**src/rtl/gray_binary_converter_pipelined_if.sv**
```systemverilog
`default_nettype none
// ============================================================================
//  Module   : gray_binary_converter_pipelined_if
//  Brief    : Streaming handshake bundle for the pipelined Gray/Binary converter.
//             Step_Error_Out exists only when GRAY_STEP_CHECK_EN is defined.
//  Revision : 1.0
// ============================================================================
interface gray_binary_converter_pipelined_if #(
   parameter int DATA_WIDTH = 8
);
   logic                  Enable_In;
   logic                  Mode_In;
   logic                  Valid_In;
   logic                  Ready_Out;
   logic [DATA_WIDTH-1:0] Data_In;
   logic                  Valid_Out;
   logic                  Ready_In;
   logic [DATA_WIDTH-1:0] Data_Out;
   logic                  Mode_Out;
`ifdef GRAY_STEP_CHECK_EN
   logic                  Step_Error_Out;

   modport master (
      output Enable_In, Mode_In, Valid_In, Data_In, Ready_In,
      input  Ready_Out, Valid_Out, Data_Out, Mode_Out, Step_Error_Out
   );
   modport slave (
      input  Enable_In, Mode_In, Valid_In, Data_In, Ready_In,
      output Ready_Out, Valid_Out, Data_Out, Mode_Out, Step_Error_Out
   );
`else
   modport master (
      output Enable_In, Mode_In, Valid_In, Data_In, Ready_In,
      input  Ready_Out, Valid_Out, Data_Out, Mode_Out
   );
   modport slave (
      input  Enable_In, Mode_In, Valid_In, Data_In, Ready_In,
      output Ready_Out, Valid_Out, Data_Out, Mode_Out
   );
`endif
endinterface
`default_nettype wire

```
**src/rtl/gray_binary_converter_pipelined.sv**
```systemverilog
`default_nettype none
// ============================================================================
//  Module   : gray_binary_converter_pipelined
//  Brief    : Pipelined bidirectional Gray/Binary converter, valid/ready stream.
//             Optional macro GRAY_STEP_CHECK_EN adds the Gray step checker.
//  Revision : 1.0
// ============================================================================
module gray_binary_converter_pipelined #(
   parameter int DATA_WIDTH  = 8,
   parameter int PIPE_STAGES = 2
) (
   input  wire                              Clock_In,
   input  wire                              Reset_n_In,
   gray_binary_converter_pipelined_if.slave bus
);

   localparam int C_CHUNK = (DATA_WIDTH + PIPE_STAGES - 1) / PIPE_STAGES;

   logic [DATA_WIDTH-1:0]  data_q [PIPE_STAGES];
   logic [DATA_WIDTH-1:0]  data_d [PIPE_STAGES];
   logic [PIPE_STAGES-1:0] valid_q;
   logic [PIPE_STAGES-1:0] valid_d;
   logic [PIPE_STAGES-1:0] mode_q;
   logic [PIPE_STAGES-1:0] mode_d;
   logic                   advance;
   logic                   accept;

   // Resolve one MSB-first chunk: bits above the chunk are already binary.
   function automatic logic [DATA_WIDTH-1:0] resolve_chunk(
      input logic [DATA_WIDTH-1:0] word,
      input int                    stage
   );
      logic [DATA_WIDTH-1:0] w;
      int                    hi;
      int                    lo;
      w  = word;
      hi = DATA_WIDTH - 1 - stage * C_CHUNK;
      lo = DATA_WIDTH - (stage + 1) * C_CHUNK;
      for (int i = DATA_WIDTH - 2; i >= 0; i--) begin
         if (i <= hi && i >= lo) begin
            w[i] = w[i] ^ w[i+1];
         end
      end
      return w;
   endfunction

   assign advance       = !valid_q[PIPE_STAGES-1] || bus.Ready_In;
   assign bus.Ready_Out = bus.Enable_In && advance;
   assign accept        = bus.Valid_In && bus.Ready_Out;

   always_comb begin
      data_d[0]  = bus.Mode_In ? (bus.Data_In ^ (bus.Data_In >> 1))
                               : resolve_chunk(bus.Data_In, 0);
      mode_d[0]  = bus.Mode_In;
      valid_d[0] = bus.Valid_In && bus.Enable_In;
      for (int k = 1; k < PIPE_STAGES; k++) begin
         data_d[k]  = mode_q[k-1] ? data_q[k-1] : resolve_chunk(data_q[k-1], k);
         mode_d[k]  = mode_q[k-1];
         valid_d[k] = valid_q[k-1];
      end
   end

`ifdef GRAY_STEP_CHECK_EN
   logic [DATA_WIDTH-1:0]  hist_q;
   logic                   hist_vld_q;
   logic [DATA_WIDTH-1:0]  step_diff;
   logic [PIPE_STAGES-1:0] err_q;
   logic [PIPE_STAGES-1:0] err_d;

   // More than one differing bit <=> diff is neither zero nor a power of two.
   assign step_diff = bus.Data_In ^ hist_q;

   always_comb begin
      err_d[0] = !bus.Mode_In && hist_vld_q &&
                 ((step_diff & (step_diff - {{(DATA_WIDTH-1){1'b0}}, 1'b1})) != '0);
      for (int k = 1; k < PIPE_STAGES; k++) begin
         err_d[k] = err_q[k-1];
      end
   end

   always_ff @(posedge Clock_In or negedge Reset_n_In) begin
      if (!Reset_n_In) begin
         hist_q     <= '0;
         hist_vld_q <= 1'b0;
      end else if (accept) begin
         if (bus.Mode_In) begin
            hist_vld_q <= 1'b0;
         end else begin
            hist_q     <= bus.Data_In;
            hist_vld_q <= 1'b1;
         end
      end
   end

   always_ff @(posedge Clock_In or negedge Reset_n_In) begin
      if (!Reset_n_In) begin
         err_q <= '0;
      end else if (advance) begin
         for (int k = 0; k < PIPE_STAGES; k++) begin
            if (valid_d[k]) begin
               err_q[k] <= err_d[k];
            end
         end
      end
   end

   assign bus.Step_Error_Out = err_q[PIPE_STAGES-1];
`endif

   // Payload only loads with a valid word so Data_Out holds across bubbles.
   always_ff @(posedge Clock_In or negedge Reset_n_In) begin
      if (!Reset_n_In) begin
         valid_q <= '0;
         mode_q  <= '0;
         for (int k = 0; k < PIPE_STAGES; k++) begin
            data_q[k] <= '0;
         end
      end else if (advance) begin
         valid_q <= valid_d;
         for (int k = 0; k < PIPE_STAGES; k++) begin
            if (valid_d[k]) begin
               data_q[k] <= data_d[k];
               mode_q[k] <= mode_d[k];
            end
         end
      end
   end

   assign bus.Valid_Out = valid_q[PIPE_STAGES-1];
   assign bus.Data_Out  = data_q[PIPE_STAGES-1];
   assign bus.Mode_Out  = mode_q[PIPE_STAGES-1];

endmodule
`default_nettype wire
```
**src/flat_wrapper.sv**
```systemverilog
// flat-port wrapper written by rule: the top's interface ports become plain ports
module gray_binary_converter_pipelined_flat 
#(
   parameter int DATA_WIDTH  = 8,
   parameter int PIPE_STAGES = 2
)
  (Clock_In, Reset_n_In, bus_Enable_In, bus_Mode_In, bus_Valid_In, bus_Data_In, bus_Ready_In, bus_Ready_Out, bus_Valid_Out, bus_Data_Out, bus_Mode_Out);
  gray_binary_converter_pipelined_if #(.DATA_WIDTH(DATA_WIDTH)) bus_i ();
  input  wire Clock_In;
  input  wire Reset_n_In;
  input wire logic [$bits(bus_i.Enable_In)-1:0] bus_Enable_In;
  input wire logic [$bits(bus_i.Mode_In)-1:0] bus_Mode_In;
  input wire logic [$bits(bus_i.Valid_In)-1:0] bus_Valid_In;
  input wire logic [$bits(bus_i.Data_In)-1:0] bus_Data_In;
  input wire logic [$bits(bus_i.Ready_In)-1:0] bus_Ready_In;
  output wire logic [$bits(bus_i.Ready_Out)-1:0] bus_Ready_Out;
  output wire logic [$bits(bus_i.Valid_Out)-1:0] bus_Valid_Out;
  output wire logic [$bits(bus_i.Data_Out)-1:0] bus_Data_Out;
  output wire logic [$bits(bus_i.Mode_Out)-1:0] bus_Mode_Out;
  assign bus_i.Enable_In = bus_Enable_In;
  assign bus_i.Mode_In = bus_Mode_In;
  assign bus_i.Valid_In = bus_Valid_In;
  assign bus_i.Data_In = bus_Data_In;
  assign bus_i.Ready_In = bus_Ready_In;
  assign bus_Ready_Out = bus_i.Ready_Out;
  assign bus_Valid_Out = bus_i.Valid_Out;
  assign bus_Data_Out = bus_i.Data_Out;
  assign bus_Mode_Out = bus_i.Mode_Out;
  gray_binary_converter_pipelined #(.DATA_WIDTH(DATA_WIDTH), .PIPE_STAGES(PIPE_STAGES)) u_core (.Clock_In(Clock_In), .Reset_n_In(Reset_n_In), .bus(bus_i));
endmodule
```
**config.mk**
```make
export PLATFORM = sky130hd
export DESIGN_NAME = gray_binary_converter_pipelined_flat
export DESIGN_NICKNAME = d
export VERILOG_FILES = /design/src/rtl/gray_binary_converter_pipelined_if.sv /design/src/rtl/gray_binary_converter_pipelined.sv /design/src/flat_wrapper.sv
export SDC_FILE = /design/constraint.sdc
export NUM_CORES = 1
export LEC_CHECK = 0
export ABC_AREA = 1
export CORE_AREA = 2 2 48 50
export CTS_BUF_LIST = sky130_fd_sc_hd__clkbuf_2 sky130_fd_sc_hd__clkbuf_4 sky130_fd_sc_hd__clkbuf_8
export DETAILED_ROUTE_END_ITERATION = 12
export DIE_AREA = 0 0 50 52
export PLACE_DENSITY = 0.84
export SLEW_MARGIN = 30
export SYNTH_ARGS = -nofsm -noshare
export SYNTH_HDL_FRONTEND = slang
export SYNTH_SLANG_ARGS = --single-unit
```
**constraint.sdc**
```tcl
create_clock -name Clock_In -period 3.1 [get_ports Clock_In]
set_input_delay 0.465 -clock Clock_In [delete_from_list [all_inputs] [get_ports Clock_In]]
set_output_delay 0.465 -clock Clock_In [all_outputs]
set_load 0.01 [all_outputs]
```
# [Word-level counts from Yosys, hierarchy flattened]
# Index checks and enable logic that the tools add are counted.
[totals] word_cells=21 output_inout_bits=11 regBits=20
[op_classes] reduce_logical=6 muxes=2 bitwise_logic=8
[ops] operator="8-bit two-way mux" count=1
[ops] operator="8-bit by 7-bit XOR with 8-bit output" count=1
[ops] operator="1-bit XOR" count=7
[ops] operator="4-bit two-way mux" count=1
[ops] operator="2-bit AND reduction" count=2
[ops] operator="1-bit logical AND" count=2
[ops] operator="1-bit logical NOT" count=1
[ops] operator="1-bit logical OR" count=1

# [Longest topological paths before layout]
# Gate-level depths: netlist (run 1).
[depth] ltp_word=5 ltp_mapped=9 ltp_nobuf=9

# [Worst setup path after synthesis (run 1)]
# No wires, ideal clock.
[synth_timing] path_type="input -> output" startpoint="input bus_Ready_In" endpoint="output bus_Ready_Out" stages=2 required_ps=2635 setup_slack_ps=1914 arrival_time_ps=721 path_cell_list="nor2_4 -> nor2_1"
[synth_via] elab_chain_len=2
[synth_lines] element="start, declared" line="flat_wrapper.sv:15" source="input wire logic [$bits(bus_i.Ready_In)-1:0] bus_Ready_In;"
[synth_lines] element="1-bit logical OR" line="gray_binary_converter_pipelined.sv:47" source="assign advance = !valid_q[PIPE_STAGES-1] || bus.Ready_In;"
[synth_lines] element="1-bit logical AND" line="gray_binary_converter_pipelined.sv:48" source="assign bus.Ready_Out = bus.Enable_In && advance;"
[synth_lines] element="end, declared" line="flat_wrapper.sv:16" source="output wire logic [$bits(bus_i.Ready_Out)-1:0] bus_Ready_Out;"
# No other way between the ends.

# [Final worst setup path (run 1)]
# Ends and elaborated chain as after synthesis.

==> metrics.cfg, run 1 <==
[worst_setup_path]
worstPathMaxFanout = 4
end_kind = output pin
cp_slowest_cell = clkdlybuf4s50_1
cp-start-kind = primary input
worstReg2RegStart = u_core.valid_q[1]
cpMostUsedCell = clkdlybuf4s50_1
cp.arrival_ns = 1.67
cp_data_required_time_ns = 2.63
critPathKind = in -> out
startpoint = bus_Ready_In
path_cells = clkdlybuf4s50_1, nor2_4, nor2_1, clkdlybuf4s50_1
slowest_delay_ns = 0.54

[global_routing]
grt_pass1_vias = 820
grt_max_degree = 21
grt_pass1_wl_um = 3370
overflow = 0
grt.total_usage_pct = 16.9
antenna_found_initial = 0

[clock_network]
cts_made_buffers = 3
cts_hold_buffers = 0
cts_root_buf = clkbuf_4
post_cts_buffers = 0
htreeDepth = 1
cts_tree = built
cts_sinks = 20
path_clk_slew_ns = 0.10
clk_latency_ns = 0.30
clockBufferDepth = 2
cts_resized = 0

[synthesis]
synth_top_area_share_pct = 45.5
synth_edf_count = 0
syn_inst = 134
synth-seq-cells = 20
ys_top_cells_by_area = dfrtp_1 (46%), nand2_1 (14%), buf_4 (6.1%), inv_1 (4.8%), xor2_1 (4.8%)
synth_area_per_cell_um2 = 8.21
synth_ff_type = dfrtp_1
yosysSeqAreaShare_pct = 45.5
synth_top_area_cell = dfrtp_1
synth_commonest_cells = nand2_1 (41), dfrtp_1 (20), inv_1 (14)
synth_nets = 148
netlist_area_mm2 = 0.00110
yosysWarningCount = 0
synthMostInstantiatedCell = nand2_1
synth.distinct_cells = 20
synthArstFlopShare_pct = 100

[route]
drt_wl_total_um = 1820
drt_first_pass_iters = 5
vias_per_cell = 4.88
wl_per_cell_um = 10.2
antenna_left = 0
drc = 0
dr_total_vias = 874
drt_iter0_markers = 16

[final_layout]
fin_nets = 166
postLayoutCoreUtil_pct = 63.0
num_antenna_cells = 0
area_growth_pct = 20.7
fin_area_mm2 = 0.00133
drive_above_1_share_pct = 9.93

[timing]
worstMarginPinSlew_ns = 0.846
hold_viol = 0
fin_crit_ns = 2.14
final-setup-viol-count = 0
hold_slack_ns = 0.478
post-route-period-util_pct = 68.9
rsz0062_at_grt = false
slew_violations = 0
tns_ns = 0
fin_skew_ns = 0.00582
maxClockFrequency_ghz = 0.468
slew_headroom_pct = 43.5

[floorplan]
std_cell_rows = 17
start_util_pct = 52.2
io_pins = 25
fp.dieH_um = 52
die-area_mm2 = 0.00260
fp.dieW_um = 50
core_mm2 = 0.00211

[placement]
placed_area_mm2 = 0.00129
place_congestion = 0.889
io_buffers = 24
dpl.hpwl_um = 1460

[run]
max_cap_violations = 0

[worst_hold_path]
min_from = u_core.bus.Data_Out[7]
hold_path_class = reg -> reg

[pwr]
ir_drop_mv = 0.304
power.density_mw_per_mm2 = 623
p_leak_nw = 0.633
power_uw = 827

[outcome]
status = complete, no violations

## final cells by class
type                            instances  area [um2]
Multi-Input combinational cell         88         459
Tap cell                               28        35.0
Clock buffer                            4        36.3
Timing Repair Buffer                   24         240
Sequential cell                        20         500
Inverter                               15        56.3
Fill cell                             191         778
## layout by cell type (no fill, tap or decap), types with 3 or more instances in the layout
master / count
clkbuf_4: 3
clkdlybuf4s50_1: 24
nor2_4: 3
xor2_1: 6
nand3_2: 3
o21ai_1: 3
a21oi_1: 4
o21ai_0: 7
nand2_1: 41
nand3_1: 10
nor2_1: 4
nand2_2: 3
dfrtp_1: 20
inv_1: 14
## flip-flops by register name (all words and copies together) (netlist names)
name,count
u_core.bus.Data_Out,8
u_core.data_q,8
u_core.mode_q,2
u_core.valid_q,2
## stage by stage
step,instances,setup WS [ns]
after floorplan,134,1.91
after global placement,175,0.980
after detailed placement,175,0.959
after CTS,179,0.953
after global routing,179,0.896
final,179,0.963
## cells by family after synthesis
family,count (synthesis),share of synthesized area [%]
xor+xnor,7,5.57
buf+inv,26,12.7
flops,20,45.5
compound gates,16,7.74
simple gates,65,28.4
## critical path: cells and delay by family
kind / cells / cell delay [ns]
buf+inv: 2 / 1.04
simple gates: 2 / 0.16
## power by group
part	internal, mW	switching [mW]	total [mW]
clock network	0.0716	0.0765	0.148
registers	0.329	0.0447	0.374
logic	0.155	0.150	0.305
total	0.556	0.271	0.827
## final timing paths
check,endpoint,slack (ns),cells after the start
worst max-delay path,bus_Ready_Out,0.96,4
worst min-delay path,u_core.bus.Data_Out[7],0.48,2
worst max register to register,u_core.bus.Data_Out[1],1.86,6
worst min register to register,u_core.bus.Data_Out[7],0.48,2
max in group asynchronous,u_core.bus.Data_Out[5],1.94,1
min in group asynchronous,u_core.data_q[12],0.64,1
## metal layers
layer / vias up / GRT usage (%) / share of wire [%]
met4: 0 / 8.80 / 2.1
met3: 7 / 2.87 / 5.0
met2: 32 / 30.0 / 50
li1: 449 / - / -
met5: - / 0 / 0
met1: 386 / 19.4 / 43
No activity file was read; power rests on OpenSTA's default activity.
==> run 2: changes to the inputs <==
--- a/config.mk
+++ b/config.mk
@@ -6,11 +6,11 @@
 export NUM_CORES = 1
 export LEC_CHECK = 0
 export ABC_AREA = 1
-export CORE_AREA = 2 2 48 50
+export CORE_AREA = 2 2 50 52
 export CTS_BUF_LIST = sky130_fd_sc_hd__clkbuf_2 sky130_fd_sc_hd__clkbuf_4 sky130_fd_sc_hd__clkbuf_8
 export DETAILED_ROUTE_END_ITERATION = 12
-export DIE_AREA = 0 0 50 52
-export PLACE_DENSITY = 0.84
+export DIE_AREA = 0 0 52 54
+export PLACE_DENSITY = 0.78
 export SLEW_MARGIN = 30
 export SYNTH_ARGS = -nofsm -noshare
 export SYNTH_HDL_FRONTEND = slang
==> constraint.sdc (replaced) <==
create_clock -name Clock_In -period 2.2 [get_ports Clock_In]
set_input_delay 0.33 -clock Clock_In [delete_from_list [all_inputs] [get_ports Clock_In]]
set_output_delay 0.33 -clock Clock_In [all_outputs]
set_load 0.01 [all_outputs]
==> metrics.cfg, run 2 (synthesis gave the netlist of run 1 again) <==
[placement]
io_buffers = 24
place_congestion = 0.896
dpl.hpwl_um = 1490
placed_area_mm2 = 0.00130

[route]
vias_per_cell = 4.83
drt_wl_total_um = 1930
wl_per_cell_um = 10.7
drc = 0
drt_first_pass_iters = 4
dr_total_vias = 875
drt_iter0_markers = 22
antenna_left = 0

[clock_network]
clk_latency_ns = 0.29
htreeDepth = 1
clockBufferDepth = 2
cts_root_buf = clkbuf_4
post_cts_buffers = 0
cts_sinks = 20
cts_made_buffers = 3
cts_tree = built
path_clk_slew_ns = 0.11
cts_resized = 0
cts_hold_buffers = 0

[worst_setup_path]
cp_slowest_cell = clkdlybuf4s50_1
cp_data_required_time_ns = 1.87
cp-start-kind = primary input
path_cells = clkdlybuf4s50_1, nor2_4, nor2_1, clkdlybuf4s50_1
cp.arrival_ns = 1.52
worstReg2RegStart = u_core.valid_q[1]
worstRegToRegCells = 6
reg2reg_to = u_core.bus.Data_Out[1]
slowest_delay_ns = 0.54
crit_family = buffers and inverters
startpoint = bus_Ready_In
reg2reg_setup_slack_ns = 0.96
cpMostUsedCell = clkdlybuf4s50_1
worstPathMaxFanout = 4
end_kind = output pin
cp_num_buf_inv = 2
critPathKind = in -> out

[final_layout]
multiInputGateArea_um2 = 459
fillCellCount = 223
fin_area_mm2 = 0.00132
num_antenna_cells = 0
drive_above_1_share_pct = 9.93
seqCellArea_um2 = 500
final_cell_mix = nand2_1 (41), clkdlybuf4s50_1 (24), dfrtp_1 (20)
layout_commonest_cell = nand2_1
area_growth_pct = 20.4
fin_nets = 167

[floorplan]
std_cell_rows = 18
core_mm2 = 0.00232
io_pins = 25
fp.dieH_um = 54
start_util_pct = 47.4
fp.dieW_um = 52
die-area_mm2 = 0.00281

[timing]
fin_skew_ns = 0.00416
worstMarginPinSlew_ns = 0.307
slew_headroom_pct = 79.5
final-setup-viol-count = 0
slew_violations = 0
tns_ns = 0
post-route-period-util_pct = 84.2
rsz0062_at_grt = false
hold_viol = 0
fin_crit_ns = 1.85
maxClockFrequency_ghz = 0.540

[run]
max_cap_violations = 0

[global_routing]
antenna_found_initial = 0
grt.total_usage_pct = 15.2
grt_max_degree = 21
grt_pass1_wl_um = 3200
grt_pass1_vias = 775
overflow = 0

[outcome]
status = complete, no violations

[worst_hold_path]
hold_path_class = in -> async

[pwr]
power.density_mw_per_mm2 = 852
p_leak_nw = 0.631
ir_drop_mv = 0.362

[run 2: cell count changes in the layout (fill, tap and decap cells not counted)]
cell	change
buf_4	+1
clkbuf_8	-1
[run 2: report_power, final]
part           internal, mW  switching (mW)
Sequential            0.464          0.0629
Clock                0.0636           0.105
Combinational         0.220           0.213
Total                 0.747           0.380
[run 2: worst max-delay path by stage]
stage                        endpoint  cells past startpoint  slack [ns]
2_1_floorplan  u_core.bus.Data_Out[3]                      7        1.02
3_3_place_gp            bus_Ready_Out                      4        0.35
3_5_place_dp            bus_Ready_Out                      4        0.35
4_1_cts                 bus_Ready_Out                      4        0.34
5_1_grt                 bus_Ready_Out                      4        0.28
6_report                bus_Ready_Out                      4        0.35
[run 2: metal layers]
layer / GRT usage (%) / part of all wire, % / vias up
met3: 1.67 / 4.8 / 0
li1: - / - / 448
met5: 0 / 0 / -
met4: 6.58 / 0 / 0
met2: 27.0 / 52 / 25
met1: 18.5 / 43 / 402
[run 2: cell type report]
type | instances | share of cell area [%]
Timing Repair Buffer | 25 | 18.7
Inverter | 15 | 4.25
Sequential cell | 20 | 37.8
Tap cell | 30 | 2.84
Multi-Input combinational cell | 88 | 34.7
Clock buffer | 3 | 1.70
[run 2: per-stage QoR]
step	std cells	util (%)	power, mW	setup WS [ns]	hold slack, ns
floorplan	134	-	0.839	1.02	0.0344
global placement	178	56.1	0.950	0.348	0.453
detailed placement	178	56.1	0.967	0.347	0.468
CTS	181	57.1	1.13	0.339	0.369
global route	181	57.1	1.21	0.281	0.380
finish	181	57.1	1.13	0.348	0.365
[run 2: worst register-to-register path: cells and delay by family (launching register included)]
kind | cells | cell delay, ns
DFF | 1 | 0.39
buffers and inverters | 2 | 0.27
AOI/OAI and AO/OA | 2 | 0.25
and+or+nand+nor | 2 | 0.23
==> RTL edit (config.mk and constraints of run 2) <==
`DATA_WIDTH` is set to 8 in 3 places; all go to 12.
--- a/src/rtl/gray_binary_converter_pipelined_if.sv
+++ b/src/rtl/gray_binary_converter_pipelined_if.sv
@@ -8,3 +8,3 @@
 interface gray_binary_converter_pipelined_if #(
-   parameter int DATA_WIDTH = 8
+   parameter int DATA_WIDTH = 12
 );
--- a/src/rtl/gray_binary_converter_pipelined.sv
+++ b/src/rtl/gray_binary_converter_pipelined.sv
@@ -8,3 +8,3 @@
 module gray_binary_converter_pipelined #(
-   parameter int DATA_WIDTH  = 8,
+   parameter int DATA_WIDTH  = 12,
    parameter int PIPE_STAGES = 2
--- a/src/flat_wrapper.sv
+++ b/src/flat_wrapper.sv
@@ -3,3 +3,3 @@
 #(
-   parameter int DATA_WIDTH  = 8,
+   parameter int DATA_WIDTH  = 12,
    parameter int PIPE_STAGES = 2
Ports: changed (resized bus_Data_In and bus_Data_Out); port bits go from 25 to 33. The function was not compared with the original's and may differ.
==> RTL edit against run 2 <==
Worst hold slack better by 0.015 ns; sequential share of layout area increased by 1.0 points; register-to-register slack lost 0.08 ns; first-iteration DRC count is 64% higher; via count up 45%; design area grew 36%; synthesized area increased by 39%; power is 38% higher; critical path depth is the same; sequential cell count rose by 8; routed wire length increased by 41%; setup slack worse by 0.041 ns; largest cell class unchanged; largest power group unchanged; highest routed layer is now met4.
==> RTL edit: results (changes against run 2) <==
- Most common library cells after synthesis: nand2_1, dfrtp_1, inv_1, o21ai_0, buf_4 (was nand2_1, dfrtp_1, inv_1, nand3_1, buf_4)
- Seq pwr share: 0.479 (was 0.467)
- Overall Global Routing Usage: 0.228 (was 0.152)
- First-pass GRT wire length: 4860 um (was 3200 um)
- Outcome: finished clean (unchanged)
- Port-buffer cells: 32 (was 24)
- Register area: 701 um^2 (was 500 um^2)
- Dpl hpwl: 2180 um (was 1490 um)
- Average wire per standard cell: 11.0 um (was 10.7 um)
- Post-synthesis sequential area ratio: 0.458 (was 0.455)
- Worst R2R Path Depth: 10 (was 6)
- Met1 Use GR: 0.306 (was 0.185)
- Pin count of the biggest net entering global routing: 29 (was 21)
- Post-Place Setup Slack: 0.292 ns (was 0.347 ns)
- Synth area leaders: dfrtp_1, nand2_1, buf_4 (unchanged)
- Worst Skew: 0.00478 ns (was 0.00416 ns)
- Vias per cell: 5.13 (was 4.83)
- Reg2reg end: u_core.bus.Data_Out[0] (was u_core.bus.Data_Out[1])
- P_clk: 0.195 mW (was 0.168 mW)
- Gpl congestion: 0.788 (was 0.896)
- Syn nets: 214 (was 148)
- Reg2reg setup slack: 0.88 ns (was 0.96 ns)
- # fillers: 168 (was 223)
- Worst skew pair latency: 0.31 ns (was 0.29 ns)
- Clock-pin slew on the worst setup and hold paths: 0.13 ns (was 0.11 ns)
- Sequential cell power: 0.746 mW (was 0.526 mW)
- DP Area: 0.00178 mm^2 (was 0.00130 mm^2)
- Layout cells sized above 1: 0.0691 (was 0.0993)
- DR iter-0 viols: 36 (was 22)
- Leakage: 0.904 nW (was 0.631 nW)
- P_sw: 0.527 mW (was 0.380 mW)
- Worst Tran Pin Value: 0.378 ns (was 0.307 ns)
- Highest Clock Rate: 0.528 GHz (was 0.540 GHz)
- Met2 GRT Util: 0.405 (was 0.270)
- R2R Path Start: u_core.data_q[18] (was u_core.valid_q[1])
- Critical path arrival: 1.56 ns (was 1.52 ns)
## RTL edit: cell types whose count changed after synthesis, sizes merged, moves of 3 or more
cell,before,now
buf,10,16
dfrtp,20,28
inv,15,24
nand2,44,71
nor2,7,10
o21ai,10,15
## RTL edit: per-layer routing
metal | up-vias | part of all wire
met2 | 45 | 0.51
li1 | 647 | -
met3 | 2 | 0.050
met4 | 0 | 0.0085
met1 | 574 | 0.43
met5 | - | 0
## RTL edit: critical path, stage by stage
cell and delay (ns):
clkdlybuf4s50_1 0.50, nor2_4 0.08, nor2_1 0.10, clkdlybuf4s50_1 0.55
## RTL edit: logic make-up after synthesis
kind of cell,count (synthesis),synth area share
AND/OR/NAND/NOR,97,0.279
XOR/XNOR,8,0.0458
AO/OA/AOI/OAI,23,0.0802
buffers and inverters,40,0.137
flip-flops,28,0.458
## RTL edit: cell type report
class                      count  area share
clock buffer                   3      0.0125
timing repair buffer          34       0.186
tap                           30      0.0208
inverter                      24      0.0499
multi-input combinational    128       0.343
sequential                    28       0.388
